File: src/rtl/dot_product_engine.sv
// Dot-product engine: two Para_Deg-lane operand buffers feeding a 3-stage MAC pipeline
// (buffer read -> lane products -> lane sum + accumulate) under a start/busy/done handshake.
module dot_product_engine #(
    parameter int Addr_Width     = 4,
    parameter int Ram_Depth      = 1 << Addr_Width,
    parameter int Para_Deg       = 2,
    parameter int Data_Width_In  = 8,
    parameter int Data_Width_Out = 24
) (
    input  logic                              clk,
    input  logic                              reset_n,
    input  logic                              load_en,
    input  logic [Addr_Width-1:0]             load_addr,
    input  logic [Para_Deg*Data_Width_In-1:0] load_a,
    input  logic [Para_Deg*Data_Width_In-1:0] load_b,
    input  logic                              start,
    input  logic                              accumulate,
    input  logic [Addr_Width:0]               vec_len,
    output logic                              busy,
    output logic                              done,
    output logic [Data_Width_Out-1:0]         result,
    output logic [1:0]                        state
);

    // Handshake: start/accumulate/vec_len are sampled only while IDLE; busy stays high from the
    // cycle after an accepted start through the single-cycle done pulse, and result is final
    // whenever done is high and is held until the next accepted start.

    localparam logic [1:0] IDLE  = 2'd0;
    localparam logic [1:0] RUN   = 2'd1;
    localparam logic [1:0] DRAIN = 2'd2;
    localparam logic [1:0] DONE  = 2'd3;

    localparam int WORD_W = Para_Deg * Data_Width_In;
    localparam int PROD_W = 2 * Data_Width_In;
    localparam logic [Addr_Width:0] DEPTH_L = (Addr_Width + 1)'(Ram_Depth);

    logic [1:0]                 state_q;
    logic [Addr_Width:0]        len_q;
    logic [Addr_Width:0]        cnt_q;
    logic                       drain_q;

    logic [WORD_W-1:0]          mem_a [Ram_Depth];
    logic [WORD_W-1:0]          mem_b [Ram_Depth];
    logic [WORD_W-1:0]          rd_a_q;
    logic [WORD_W-1:0]          rd_b_q;
    logic                       s1_vld_q;
    logic                       s2_vld_q;

    logic signed [PROD_W-1:0]   op_a [Para_Deg];
    logic signed [PROD_W-1:0]   op_b [Para_Deg];
    logic signed [PROD_W-1:0]   prod_q [Para_Deg];
    logic [Data_Width_Out-1:0]  lane_sum;
    logic [Data_Width_Out-1:0]  acc_q;

    logic                       start_ok;
    logic                       last_issue;
    logic [Addr_Width:0]        len_clamped;

    assign start_ok    = start && (state_q == IDLE);
    assign len_clamped = (vec_len > DEPTH_L) ? DEPTH_L : vec_len;
    assign last_issue  = (cnt_q == (len_q - 1'b1));

    // Loads are gated by IDLE so a running job always sees a stable buffer.
    always_ff @(posedge clk) begin
        if (load_en && (state_q == IDLE)) begin
            mem_a[load_addr] <= load_a;
            mem_b[load_addr] <= load_b;
        end
    end

    always_ff @(posedge clk) begin
        if (state_q == RUN) begin
            rd_a_q <= mem_a[cnt_q[Addr_Width-1:0]];
            rd_b_q <= mem_b[cnt_q[Addr_Width-1:0]];
        end
    end

    always_comb begin
        for (int i = 0; i < Para_Deg; i++) begin
            op_a[i] = {{Data_Width_In{rd_a_q[i*Data_Width_In + Data_Width_In - 1]}},
                       rd_a_q[i*Data_Width_In +: Data_Width_In]};
            op_b[i] = {{Data_Width_In{rd_b_q[i*Data_Width_In + Data_Width_In - 1]}},
                       rd_b_q[i*Data_Width_In +: Data_Width_In]};
        end
    end

    always_ff @(posedge clk) begin
        for (int i = 0; i < Para_Deg; i++) begin
            prod_q[i] <= op_a[i] * op_b[i];
        end
    end

    always_comb begin
        lane_sum = '0;
        for (int i = 0; i < Para_Deg; i++) begin
            lane_sum = lane_sum + {{(Data_Width_Out - PROD_W){prod_q[i][PROD_W-1]}}, prod_q[i]};
        end
    end

    always_ff @(posedge clk or negedge reset_n) begin
        if (!reset_n) begin
            s1_vld_q <= 1'b0;
            s2_vld_q <= 1'b0;
        end else begin
            s1_vld_q <= (state_q == RUN);
            s2_vld_q <= s1_vld_q;
        end
    end

    // A start without accumulate seeds zero; with accumulate the held result is the seed.
    always_ff @(posedge clk or negedge reset_n) begin
        if (!reset_n) begin
            acc_q <= '0;
        end else if (start_ok && !accumulate) begin
            acc_q <= '0;
        end else if (s2_vld_q) begin
            acc_q <= acc_q + lane_sum;
        end
    end

    always_ff @(posedge clk or negedge reset_n) begin
        if (!reset_n) begin
            state_q <= IDLE;
            len_q   <= '0;
            cnt_q   <= '0;
            drain_q <= 1'b0;
        end else begin
            case (state_q)
                IDLE: begin
                    if (start) begin
                        len_q   <= len_clamped;
                        cnt_q   <= '0;
                        drain_q <= 1'b0;
                        state_q <= (len_clamped == '0) ? DONE : RUN;
                    end
                end
                RUN: begin
                    cnt_q   <= cnt_q + 1'b1;
                    drain_q <= 1'b0;
                    if (last_issue) begin
                        state_q <= DRAIN;
                    end
                end
                DRAIN: begin
                    drain_q <= 1'b1;
                    if (drain_q) begin
                        state_q <= DONE;
                    end
                end
                default: begin
                    cnt_q   <= '0;
                    state_q <= IDLE;
                end
            endcase
        end
    end

    assign busy   = (state_q != IDLE);
    assign done   = (state_q == DONE);
    assign result = acc_q;
    assign state  = state_q;

endmodule

File: config.mk
export PLATFORM = sky130hd
export DESIGN_NAME = dot_product_engine
export DESIGN_NICKNAME = d
export VERILOG_FILES = /design/src/rtl/dot_product_engine.sv
export SDC_FILE = /design/constraint.sdc
export NUM_CORES = 1
export LEC_CHECK = 0
export ABC_AREA = 1
export CORE_MARGIN = 8
export CORE_UTILIZATION = 40
export DETAILED_ROUTE_END_ITERATION = 10
export GPL_TIMING_DRIVEN = 1
export HOLD_SLACK_MARGIN = 0.08
export PLACE_DENSITY = 0.53
export SYNTH_ARGS = -nofsm -noshare
export SYNTH_HDL_FRONTEND = slang
export SYNTH_SLANG_ARGS = --single-unit
File: constraint.sdc
create_clock -name clk -period 4.4 [get_ports clk]
set_input_delay 0.66 -clock clk [delete_from_list [all_inputs] [get_ports clk]]
set_output_delay 0.66 -clock clk [all_outputs]
set_load 0.01 [all_outputs]
# Word-level counts from Yosys, hierarchy flattened
# Memories as Yosys holds them, arrays and structs flattened. A register that Yosys moved wholly into a read port is not among the register bits.
# Cells that the tools add are included.
# Widths: inputs -> output; s select.
word_totals:
  ramBits: 544
  mem_count: 3
  wordCells: 52
  register_bits: 39
classes:
  n_eq_ne: 7
  mul: 2
  n_lt_le_gt_ge: 1
  n_mux: 14
  reduce_logical: 13
  n_bitwise: 1
  add_sub_neg: 4
memory_table:
  columns: ["memory", "words", "word_bits", "read_ports", "rd_ports_with_merged_regs", "write_ports", "line_no", "source"]
  rows:
  - ["mem_a", 16, 16, 1, 1, 1, "43", "logic [WORD_W-1:0] mem_a [Ram_Depth];"]
  - ["mem_b", 16, 16, 1, 1, 1, "44", "logic [WORD_W-1:0] mem_b [Ram_Depth];"]
  - ["prod_q", 2, 16, 2, 0, 2, "52", "logic signed [PROD_W-1:0] prod_q [Para_Deg];"]
op_table:
  columns: ["op", "count"]
  rows:
  - ["$mux 24", 2]
  - ["$mul 8x8->16", 2]
  - ["$add 24x24->24", 1]
  - ["$add 16x16->17", 1]
  - ["$pmux 5 s3", 1]
  - ["$mux 5", 2]
  - ["$mux 2", 4]
  - ["$ne 2x2->1 const B", 3]
  - ["$pmux 2 s3", 1]
  - ["$reduce_and 2->1", 3]
  - ["$add 5x1->5 const B", 1]
  - ["$eq 5x5->1", 1]
  - ["$gt 5x5->1 const B", 1]
  - ["$logic_not 5->1", 1]
  - ["$sub 5x1->5 const B", 1]
  - ["$eq 2x2->1 const B", 2]
  - ["$reduce_bool 2->1", 2]
  - ["$logic_and 1x1->1", 3]
  - ["$mux 1", 3]
  - ["$pmux 1 s3", 1]
  - ["$reduce_and 3->1", 1]
  - ["$reduce_bool 3->1", 1]
  - ["$eq 2x1->1 const B", 1]
  - ["$logic_not 2->1", 1]
  - ["2 further kinds", 2]

# Logic depth before layout (Yosys ltp)
# Gate-level depths: netlist of the first run.
depth:
  ltp_word: 6
  depth_mapped: 24
  mapped_depth_nobuf: 24

# Worst setup path before layout of the first run
# OpenSTA, ideal clock, no wires.
synth_path:
  kind: "register -> register"
  from: "reg rd_a_q[8] (read register of mem_a)"
  to: "mem prod_q[0][28] in the netlist's numbering"
  period_less_slack_ps: 3973
  slack_ps: 427
  setup_time_ps: 72
  n_path_buf: 1
  arrival_time_ps: 3901
  stages_incl_launch_ff: 16
  path_cell_list: "edfxtp_1 > clkbuf_1 > or2_2 > fa_1 > fa_1 > fa_1 > fa_1 > inv_1 > ha_1 > a21oi_1 > nand2_1 > a21o_1 > a21oi_1 > nor2_1 > nor2_1 > xor2_1"
synth_lines:
  columns: ["element", "line_no", "source"]
  rows:
  - ["start, declared", "45", "logic [WORD_W-1:0] rd_a_q;"]
  - ["end, declared", "52", null]

==> results of run 1 <==
[layer usage]
metal | up-vias | track usage, % | part of all wire [%]
li1 | 9379 | - | -
met1 | 9786 | 23.5 | 45
met2 | 414 | 30.4 | 49
met3 | 101 | 2.77 | 4.5
met4 | 0 | 4.15 | 2.0
met5 | - | 0 | 0
[critical path: cells and delay by family (launching register included)]
kind,cells,cell delay [ns]
xor gates and xnor gates,1,0.14
AOI/OAI and AO/OA,3,0.55
buffers and inverters,4,0.29
and+or+nand+nor,3,0.51
DFF,1,0.37
adders and majority gates,5,2.23
[state kept, by name (all words and copies together), names as in the netlist]
register  count
rd_a_q       16
prod_q       32
s2_vld_q      1
cnt_q         5
s1_vld_q      1
mem_a       256
len_q         5
result       24
mem_b       256
drain_q       1
rd_b_q       16
state         2
[stage by stage]
step / setup WS [ns] / cells / util, % / area, um^2
2_1_floorplan: 0.427 / 2682 / - / 30500
3_3_place_gp: 0.285 / 3648 / 42.7 / 32400
3_5_place_dp: 0.202 / 3648 / 42.7 / 32400
4_1_cts: 0.156 / 3769 / 45.7 / 34600
5_1_grt: 0.000326 / 3783 / 45.8 / 34700
6_report: 0.192 / 3783 / 45.8 / 34700
[synthesized netlist by cell type, types with 5 or more instances]
master | n | area (um^2)
inv_1 | 310 | 1160
nand2_1 | 377 | 1420
a21o_1 | 6 | 45.0
buf_2 | 24 | 120
nor3_1 | 14 | 70.1
o211ai_1 | 17 | 128
mux2i_1 | 48 | 480
buf_6 | 9 | 101
edfxtp_1 | 544 | 16300
dfxtp_1 | 32 | 641
nor4_1 | 5 | 31.3
buf_4 | 8 | 60.1
o221ai_1 | 48 | 420
o21ai_0 | 148 | 741
dfrtp_1 | 39 | 976
xnor2_1 | 25 | 219
nand3_1 | 96 | 480
xor2_1 | 29 | 254
o32ai_1 | 80 | 701
fa_1 | 112 | 2240
nor2_1 | 372 | 1400
clkbuf_1 | 81 | 304
a21oi_1 | 65 | 325
ha_1 | 104 | 1300
nand4_1 | 6 | 37.5
inv_2 | 11 | 41.3
o21bai_1 | 6 | 45.0
o21ai_1 | 26 | 130
buf_1 | 5 | 18.8
[area by class of cell]
class	count	area (um^2)
inverter	323	1220
tap	978	1220
timing repair buffer	132	1260
clock inverter	28	315
multi-input combinational	1614	10800
sequential	615	18000
fill	6924	41000
clock buffer	93	1920
[path summary, 6_finish.rpt]
kind	end	start	slack (ns)
min in group clk	s2_vld_q	s1_vld_q	0.35
setup / recovery	prod_q[0][12]	rd_b_q[7]	0.19
hold reg to reg	s2_vld_q	s1_vld_q	0.35
setup reg to reg	prod_q[0][12]	rd_b_q[7]	0.19
max in group asynchronous	cnt_q[0]	reset_n	3.52
hold / removal	len_q[3]	reset_n	0.20
[kinds of logic after synthesis]
| logic type | after synthesis |
|---|---|
| buffers and inverters | 453 |
| AO/OA/AOI/OAI | 412 |
| flip-flops | 615 |
| XOR/XNOR | 54 |
| AND/OR/NAND/NOR | 884 |
| adder cells (fa/ha/maj) | 216 |
| multiplexers | 48 |
[repair_timing]
action | CTS | global route
endpoints found under the setup margin | 0 | 3
resized for setup | 0 | 3
buffers inserted | 0 | 14
endpoints found under the hold margin | 0 | 0
==> metrics.md, run 1 <==
| Metric | Value |
|---|---|
| Final hold violations | 0 |
| Htree depth | 3 |
| DRC violations left | 0 |
| Yosys synthesis warning count | 0 |
| Critical path, cell by cell | inv_1 > or2_2 > fa_1 > fa_1 > inv_1 > fa_1 > inv_1 > fa_1 > inv_1 > ha_1 > a21oi_2 > o21ai_1 > a21oi_1 > nor2_1 > nor2_1 > xor2_1 |
| Fraction of layout cells with a size suffix above 1 | under 10% |
| Synthesized netlist cell count | 2682 |
| Parity-gate share of the synthesized area counting xor and xnor cells | between 1.5 and 2% |
| Die Y-Extent | slightly below 300 um |
| Detailed Routing Iterations Pass 1 | 5 |
| Endpoint required time on the critical path | around 5 ns |
| Routed WL per cell | between 20 and 25 um |
| Number of enable-type register cells in the synthesized netlist | approximately 540 |
| Initial antenna violation count | 2 |
| Leftover overflow at the end of global routing | 0 |
| Ys async rst share | approximately 6.3% |
| Commonest cells after routing, fill and taps aside | edfxtp_1, nand2_1, nor2_1, inv_1, o21ai_0 |
| Run status | finished, final reports clean |
| Post-DP HPWL | roughly 47000 um |
| Global-route wire length before repair | ~120000 um |
| I/O Buffers | 73 |
| Slew Limit Headroom | around 28% |
| CP max stage cell | fa_1 |
| Initial DRC count | around 1200 |
| Number of ports placed on the die boundary | between 70 and 80 |
| Pin count of the biggest net entering global routing | between 150 and 200 |
| Min Clock Period, post-route | approximately 4.2 ns |
| Compound-gate portion of the synthesized area | under 10% |
| Antenna Violating Nets Remaining | 0 |
| Count of pins over their slew limit | 0 |
| Cts bufs inserted | just under 70 |
| Vias after detailed routing | approximately 20000 |
| Data arrival time of the critical path | 4.72 ns |
| Main flop type after synthesis | edfxtp_1 |
| Area growth from synthesis to final layout | 13.8% |
| Critical path class | register to register |
| Basic-gate share of the synthesized area counting and, or, nand and nor cells | 11.6% |
| N_diodes | 0 |
| Worst reg2reg path depth | 16 |
| Longest individual stage delay on the worst path | roughly 0.49 ns |
| Via count of the first global-routing pass | a little under 20000 |
| Proportion of synthesized area in mux cells | between 1.5 and 2% |
| Number of nets at the end of the flow | just over 3000 |
| Area enclosed by the die boundary | between 0.08 and 0.09 mm^2 |
| Global-route usage over all layers | about 18% |
| Dominant combinational cell family by area after synthesis | adder cells |
| Most common cell after layout, fill and taps aside | edfxtp_1 |
| Core Region | about 0.076 mm^2 |
| DIE WIDTH | roughly 290 um |
| Fraction of the cycle the final worst path needs | a little over nine tenths |
| Total negative slack | 0 ns |
| Clock tree from TritonCTS | done |
| Total Wirelength | about 76000 um |
| Setup repair after global routing missed its margin | false |
| Adder and majority gate portion of the synthesized area | 11.6% |
| Row count | roughly 100 |
| Net count after synthesis | between 2000 and 3000 |
| Number of distinct library cell variants in the gate-level netlist after synthesis | 46 |
| Worst Tran Pin Value | ~1.1 ns |
| Initial core utilization | between 40% and 50% |
| Element type at the critical path end | register |
| Number of vias per cell after detailed routing | roughly 5.2 |
| Total setup violations reported at the end of the flow | 0 |
| Fraction of the yosys area taken by sequential cells | about three fifths |
| Bufs on Longest Clock Path | 3 |
| Hold buffers post-CTS | 0 |
| Critical-path maximum fanout | 8 |
| Cell at the root of the clock tree | clkbuf_16 |
| Clock sink count | 615 |
| Placer Congestion | approximately 0.9 |
| Mean Syn Cell Area | between 10 and 15 um^2 |
| Post-CTS clock slew at the launch and capture registers of the worst setup and hold paths | 0.06 ns |
| Worst hold slack | ~0.20 ns |
| Type of origin of the critical path | register |
| Achievable clock frequency | 0.238 GHz |
| Setup clock skew after layout | between 0.04 and 0.05 ns |
| Number of synthesized register bits | approximately 600 |
| Classification of the worst-slack hold path | input pin to async pin |
| Maximum capacitance violations | 0 |
| Combined area of all synthesized cells | approximately 0.030 mm^2 |
| Clock latency at the later pin of the worst-skew pair | around 0.62 ns |
Power of run 1 is not shown: default switching activity piles up to over one toggle a cycle in this logic, so the estimate is an artifact.
==> inputs of run 2 (changes only) <==
--- a/config.mk
+++ b/config.mk
@@ -8,10 +8,13 @@
 export ABC_AREA = 1
 export CORE_MARGIN = 8
 export CORE_UTILIZATION = 40
+export CTS_CLUSTER_DIAMETER = 40
 export DETAILED_ROUTE_END_ITERATION = 10
 export GPL_TIMING_DRIVEN = 1
 export HOLD_SLACK_MARGIN = 0.08
 export PLACE_DENSITY = 0.53
+export SKIP_CTS_REPAIR_TIMING = 1
+export SKIP_LAST_GASP = 1
 export SYNTH_ARGS = -nofsm -noshare
 export SYNTH_HDL_FRONTEND = slang
 export SYNTH_SLANG_ARGS = --single-unit
==> run 2 against run 1 <==
Utilization is 1.6 points higher. Die area stayed put. Highest routed layer is now met5. Final area is 3.5% higher.
==> metrics.md, run 2 (same netlist as run 1, synthesis figures left out) <==
| Metric | Value |
|---|---|
| Setup repair after global routing missed its margin | false (unchanged) |
| Global-route usage over all layers | 17.8% (was 17.7%) |
| Element type at the critical path end | register (unchanged) |
| Pin count of the biggest net entering global routing | 157 (unchanged) |
| Final standard cell utilization of the core | 47.5% (was 45.8%) |
| Via count of the first global-routing pass | 19900 (was 19600) |
| Post-placement cell count | 3648 (unchanged) |
| I/O Buffers | 73 (unchanged) |
| Fraction of the cycle the final worst path needs | 94.9% (was 95.6%) |
| Total negative slack | 0 ns (unchanged) |
| Htree depth | 3 (unchanged) |
| Clock tree from TritonCTS | done (unchanged) |
| Fraction of layout cells with a size suffix above 1 | 9.25% (was 6.81%) |
| Longest individual stage delay on the worst path | 0.49 ns (about the same) |
| Clock latency at the later pin of the worst-skew pair | 0.66 ns (was 0.62 ns) |
| Area used by sequential logic in the layout | 0.0180 mm^2 (unchanged) |
| Bufs on Longest Clock Path | 3 (unchanged) |
| CP max stage cell | fa_1 (unchanged) |
| Cell mode on critical path | inv_1 |
| Number of ports placed on the die boundary | 74 (unchanged) |
| Critical-path maximum fanout | 8 (unchanged) |
| Worst Tran Pin Value | 1.04 ns (was 1.07 ns) |
| Initial DRC count | 1210 (was 1208) |
| Detailed Routing Iterations Pass 1 | 7 (was 5) |
| Clock sink count | 615 (unchanged) |
| Commonest cells after routing, fill and taps aside | edfxtp_1, nand2_1, nor2_1, inv_1, o21ai_0 (unchanged) |
| Die Y-Extent | 292 um (unchanged) |
| Routed WL per cell | 20.0 um (was 20.2 um) |
| Number of standard cells in the final layout excluding fillers | 3844 (was 3783) |
| Worst hold slack | 0.174 ns (was 0.196 ns) |
| Type of origin of the critical path | register (unchanged) |
| Area enclosed by the die boundary | 0.0853 mm^2 (unchanged) |
| Initial antenna violation count | 4 (was 2) |
| Total setup violations reported at the end of the flow | 0 (unchanged) |
| Total Wirelength | 76800 um (was 76400 um) |
| Most common cell after layout, fill and taps aside | edfxtp_1 (unchanged) |
| Initial core utilization | 40.3% (unchanged) |
| Setup clock skew after layout | 0.0481 ns (was 0.0432 ns) |
| Post-CTS clock slew at the launch and capture registers of the worst setup and hold paths | 0.06 ns (about the same) |
| Cell at the root of the clock tree | clkbuf_16 (unchanged) |
| Area of the multi-input gates | 0.0108 mm^2 (unchanged) |
| Number of nets at the end of the flow | 3046 (was 3017) |
| Global-route wire length before repair | 118000 um (was 117000 um) |
| Achievable clock frequency | 0.239 GHz (was 0.238 GHz) |
| Post-DP HPWL | 47100 um (unchanged) |
| Number of vias per cell after detailed routing | 5.16 (was 5.20) |
| Slew Limit Headroom | 30.3% (was 28.3%) |
| Vias after detailed routing | 19800 (was 19700) |
| DRC violations left | 0 (unchanged) |
| Leftover overflow at the end of global routing | 0 (unchanged) |
| Core Region | 0.0757 mm^2 (unchanged) |
| Data arrival time of the critical path | 4.68 ns (was 4.72 ns) |
| Critical path class | register to register (unchanged) |
| Placer Congestion | 0.888 (unchanged) |
| Largest registers ranked by flip-flop count | mem_a x256, mem_b x256, prod_q x32 (unchanged) |
| Maximum capacitance violations | 0 (unchanged) |
| Cts bufs inserted | 95 (was 69) |
| Antenna Violating Nets Remaining | 0 (unchanged) |
| Endpoint required time on the critical path | 4.90 ns (was 4.91 ns) |
| N_diodes | 0 (unchanged) |
| Area growth from synthesis to final layout | 17.8% (was 13.8%) |
| Row count | 101 (unchanged) |
| Number of filler instances in the final layout | 6828 (was 6924) |
| Run status | finished, final reports clean (unchanged) |
| Critical path, cell by cell | inv_1 > or2_2 > fa_1 > fa_1 > inv_1 > fa_1 > inv_1 > fa_1 > inv_1 > ha_1 > inv_1 > nor3_1 > a21oi_1 > nor2_1 > nor2_1 > xor2_1 (was inv_1 > or2_2 > fa_1 > fa_1 > inv_1 > fa_1 > inv_1 > fa_1 > inv_1 > ha_1 > a21oi_2 > o21ai_1 > a21oi_1 > nor2_1 > nor2_1 > xor2_1) |
| Classification of the worst-slack hold path | input pin to async pin (unchanged) |
| Count of pins over their slew limit | 0 (unchanged) |
| DIE WIDTH | 292 um (unchanged) |
| Min Clock Period, post-route | 4.18 ns (was 4.21 ns) |
| Final hold violations | 0 (unchanged) |
run 2: per-layer routing:
metal | vias up | wire length, um | GRT usage [%]
li1 | 9469 | - | -
met1 | 9821 | 34300 | 23.5
met2 | 422 | 37600 | 30.3
met3 | 106 | 3470 | 3.11
met4 | 2 | 1440 | 4.53
met5 | - | 11 | 0
run 2: area by class of cell:
class,count,share of cell area (%)
Tap cell,978,3.41
Timing Repair Buffer,135,3.56
Multi-Input combinational cell,1614,30.1
Clock inverter,70,2.49
Clock buffer,109,7.05
Sequential cell,615,50.0
Inverter,323,3.39
run 2: critical path, delay by kind of cell (launching register included):
kind            cells  cell delay (ns)
buf+inv             5             0.36
flops               1             0.37
fa+ha+maj           5             2.26
compound gates      1             0.16
simple gates        4             0.76
xor+xnor            1             0.13
run 2: path summary, 6_finish.rpt:
| path | startpoint | endpoint | slack, ns | depth (start not counted) |
|---|---|---|---|---|
| setup / recovery | rd_b_q[7] | prod_q[0][12] | 0.22 | 16 |
| min in group clk | s1_vld_q | s2_vld_q | 0.34 | 0 |
| setup reg to reg | rd_b_q[7] | prod_q[0][12] | 0.22 | 16 |
| hold reg to reg | s1_vld_q | s2_vld_q | 0.34 | 0 |
| max in group asynchronous | reset_n | cnt_q[1] | 3.54 | 1 |
| hold / removal | reset_n | len_q[3] | 0.17 | 1 |
run 2: metrics by stage:
stage | area (um^2) | setup slack, ns
final | 35900 | 0.223
after floorplan | 30500 | 0.427
after global placement | 32400 | 0.285
after detailed placement | 32400 | 0.202
after global routing | 35900 | 0.0173
after CTS | 35800 | 0.171
Power of run 2 is left out for the same reason.
==> inputs of run 3 (changes only) <==
--- a/config.mk
+++ b/config.mk
@@ -10,6 +10,7 @@
 export CORE_UTILIZATION = 40
 export CTS_CLUSTER_DIAMETER = 40
 export DETAILED_ROUTE_END_ITERATION = 10
+export GPL_ROUTABILITY_DRIVEN = 0
 export GPL_TIMING_DRIVEN = 1
 export HOLD_SLACK_MARGIN = 0.08
 export PLACE_DENSITY = 0.53
==> run 3 against run 2 <==
Die area stayed put. Clock-buffer cell count is 8 lower. Cell count hardly changed. Via count is 1.2% higher. Setup slack worse by 0.015 ns. Register-to-register slack hardly changed. Sequential share of layout area is 0.18 points higher. Flip-flop and latch count stayed put. Final area is 0.36% lower. Clock skew is 0.015 ns higher. Non-clock buffer count is 1 lower. Critical path type unchanged. Highest routed layer is now met4.
==> metrics.md, run 3 (same netlist as run 1, synthesis figures left out) <==
| Metric | Value |
|---|---|
| Routed WL per cell | 20.1 um (was 20.0 um) |
| Setup clock skew after layout | 0.0626 ns (was 0.0481 ns) |
| Htree depth | 3 (unchanged) |
| Area enclosed by the die boundary | 0.0853 mm^2 (unchanged) |
| Bufs on Longest Clock Path | 3 (unchanged) |
| Post-placement cell count | 3650 (was 3648) |
| Count of pins over their slew limit | 0 (unchanged) |
| Global-route usage over all layers | 17.9% (was 17.8%) |
| Via count of the first global-routing pass | 20300 (was 19900) |
| Worst R2R Setup Slack | 0.21 ns (was 0.22 ns) |
| Critical path class | register to register (unchanged) |
| Fraction of layout cells with a size suffix above 1 | 9.19% (was 9.25%) |
| Min Clock Period, post-route | 4.19 ns (was 4.18 ns) |
| Crit Reg-Reg Startpoint | rd_b_q[7] (unchanged) |
| Initial core utilization | 40.3% (unchanged) |
| Slew Limit Headroom | 29.6% (was 30.3%) |
| Clock tree from TritonCTS | done (unchanged) |
| Post-CTS clock slew at the launch and capture registers of the worst setup and hold paths | 0.05 ns (was 0.06 ns) |
| Number of vias per cell after detailed routing | 5.22 (was 5.16) |
| Worst reg2reg path depth | 16 (unchanged) |
| Longest individual stage delay on the worst path | 0.50 ns (was 0.49 ns) |
| Endpoint required time on the critical path | 4.93 ns (was 4.90 ns) |
| Initial antenna violation count | 3 (was 4) |
| Detailed Routing Iterations Pass 1 | 5 (was 7) |
| Run status | finished, final reports clean (unchanged) |
| Final hold violations | 0 (unchanged) |
| Vias after detailed routing | 20100 (was 19800) |
| Antenna Violating Nets Remaining | 0 (unchanged) |
| Worst setup path startpoint | rd_b_q[7] (unchanged) |
| Row count | 101 (unchanged) |
| Classification of the worst-slack hold path | input pin to async pin (unchanged) |
| CP max stage cell | fa_1 (unchanged) |
| Commonest cells after routing, fill and taps aside | edfxtp_1, nand2_1, nor2_1, inv_1, o21ai_0 (unchanged) |
| Leftover overflow at the end of global routing | 0 (unchanged) |
| Die Y-Extent | 292 um (unchanged) |
| End point of the critical path | prod_q[0][12] (unchanged) |
| Core Region | 0.0757 mm^2 (unchanged) |
| Cell at the root of the clock tree | clkbuf_16 (unchanged) |
| Area of the multi-input gates | 0.0108 mm^2 (about the same) |
| Pin count of the biggest net entering global routing | 169 (was 157) |
| Achievable clock frequency | 0.239 GHz (about the same) |
| Largest registers ranked by flip-flop count | mem_a x256, mem_b x256, prod_q x32 (unchanged) |
| DRC violations left | 0 (unchanged) |
| Setup repair after global routing missed its margin | true (was false) |
| Critical-path maximum fanout | 8 (unchanged) |
| Number of filler instances in the final layout | 6722 (was 6828) |
| Area used by sequential logic in the layout | 0.0180 mm^2 (unchanged) |
| Clock sink count | 615 (unchanged) |
| Critical path, cell by cell | inv_1 > or2_2 > fa_1 > fa_1 > inv_1 > fa_1 > inv_1 > fa_1 > inv_1 > ha_1 > inv_1 > nor3_1 > a21oi_1 > nor2_1 > nor2_1 > xor2_1 (unchanged) |
| Fraction of the cycle the final worst path needs | 95.3% (was 94.9%) |
| Data arrival time of the critical path | 4.72 ns (was 4.68 ns) |
| Total setup violations reported at the end of the flow | 0 (unchanged) |
| Clock latency at the later pin of the worst-skew pair | 0.66 ns (about the same) |
| Global-route wire length before repair | 119000 um (was 118000 um) |
| Initial DRC count | 1442 (was 1210) |
| Cell mode on critical path | inv_1 (unchanged) |
| Most common cell after layout, fill and taps aside | edfxtp_1 (unchanged) |
| I/O Buffers | 73 (unchanged) |
| Maximum capacitance violations | 0 (unchanged) |
| Area growth from synthesis to final layout | 17.4% (was 17.8%) |
| Total Wirelength | 77300 um (was 76800 um) |
| Number of standard cells in the final layout excluding fillers | 3841 (was 3844) |
| Cts bufs inserted | 93 (was 95) |
| Worst Tran Pin Value | 1.05 ns (was 1.04 ns) |
| Number of ports placed on the die boundary | 74 (unchanged) |
| DIE WIDTH | 292 um (unchanged) |
| Type of origin of the critical path | register (unchanged) |
| Element type at the critical path end | register (unchanged) |
| End of the worst register-to-register path | prod_q[0][12] (unchanged) |
| Number of nets at the end of the flow | 3043 (was 3046) |
| Post-DP HPWL | 47900 um (was 47100 um) |
[run 3: cell types whose count changed in the layout (fill, tap and decap cells not counted), sizes merged]
cell	change
clkinv	-11
clkbuf	-8
diode	+2
buf	-1
inv	+13
clkinvlp	+2
[run 3: layout make-up]
type	count	share of cell area [%]
Sequential cell	615	50.2
Multi-Input combinational cell	1614	30.2
Clock buffer	101	6.65
Tap cell	978	3.42
Timing Repair Buffer	134	3.41
Inverter	323	3.40
Clock inverter	74	2.76
Antenna cell	2	0.0140
[run 3: how the worst min path moves through the flow]
| stage | startpoint | end | slack [ns] | depth (start not counted) |
|---|---|---|---|---|
| floorplan | s1_vld_q | s2_vld_q | 0.33 | 0 |
| global placement | s1_vld_q | s2_vld_q | 0.34 | 0 |
| detailed placement | s1_vld_q | s2_vld_q | 0.34 | 0 |
| CTS | reset_n | result[17] | 0.17 | 1 |
| global route | reset_n | result[17] | 0.23 | 1 |
| finish | reset_n | result[17] | 0.17 | 1 |
[run 3: worst max-delay path: cells and delay by family, from the launching register on]
kind	cells	cell delay, ns
AOI/OAI and AO/OA	1	0.16
and+or+nand+nor	4	0.77
adders and majority gates	5	2.26
buffers and inverters	5	0.38
xor gates and xnor gates	1	0.13
DFF	1	0.38
[run 3: metal layers]
| metal | track usage (%) | part of all wire [%] |
|---|---|---|
| met5 | 0 | 0 |
| met4 | 5.49 | 2.4 |
| met3 | 2.83 | 4.4 |
| met2 | 30.3 | 49 |
| met1 | 23.6 | 44 |
[run 3: stage by stage]
| stage | hold WS (ns) | instance area, um^2 | TNS, ns | util [%] | worst slack, ns |
|---|---|---|---|---|---|
| after floorplan | 0.331 | 30500 | 0 | - | 0.427 |
| after global placement | 0.336 | 32300 | 0 | 42.7 | 0.330 |
| after detailed placement | 0.336 | 32300 | 0 | 42.7 | 0.211 |
| after CTS | 0.167 | 35700 | 0 | 47.1 | 0.202 |
| after global routing | 0.231 | 35800 | -0.0887 | 47.3 | -0.0671 |
| final | 0.166 | 35800 | 0 | 47.3 | 0.208 |
Power of run 3 is left out for the same reason.
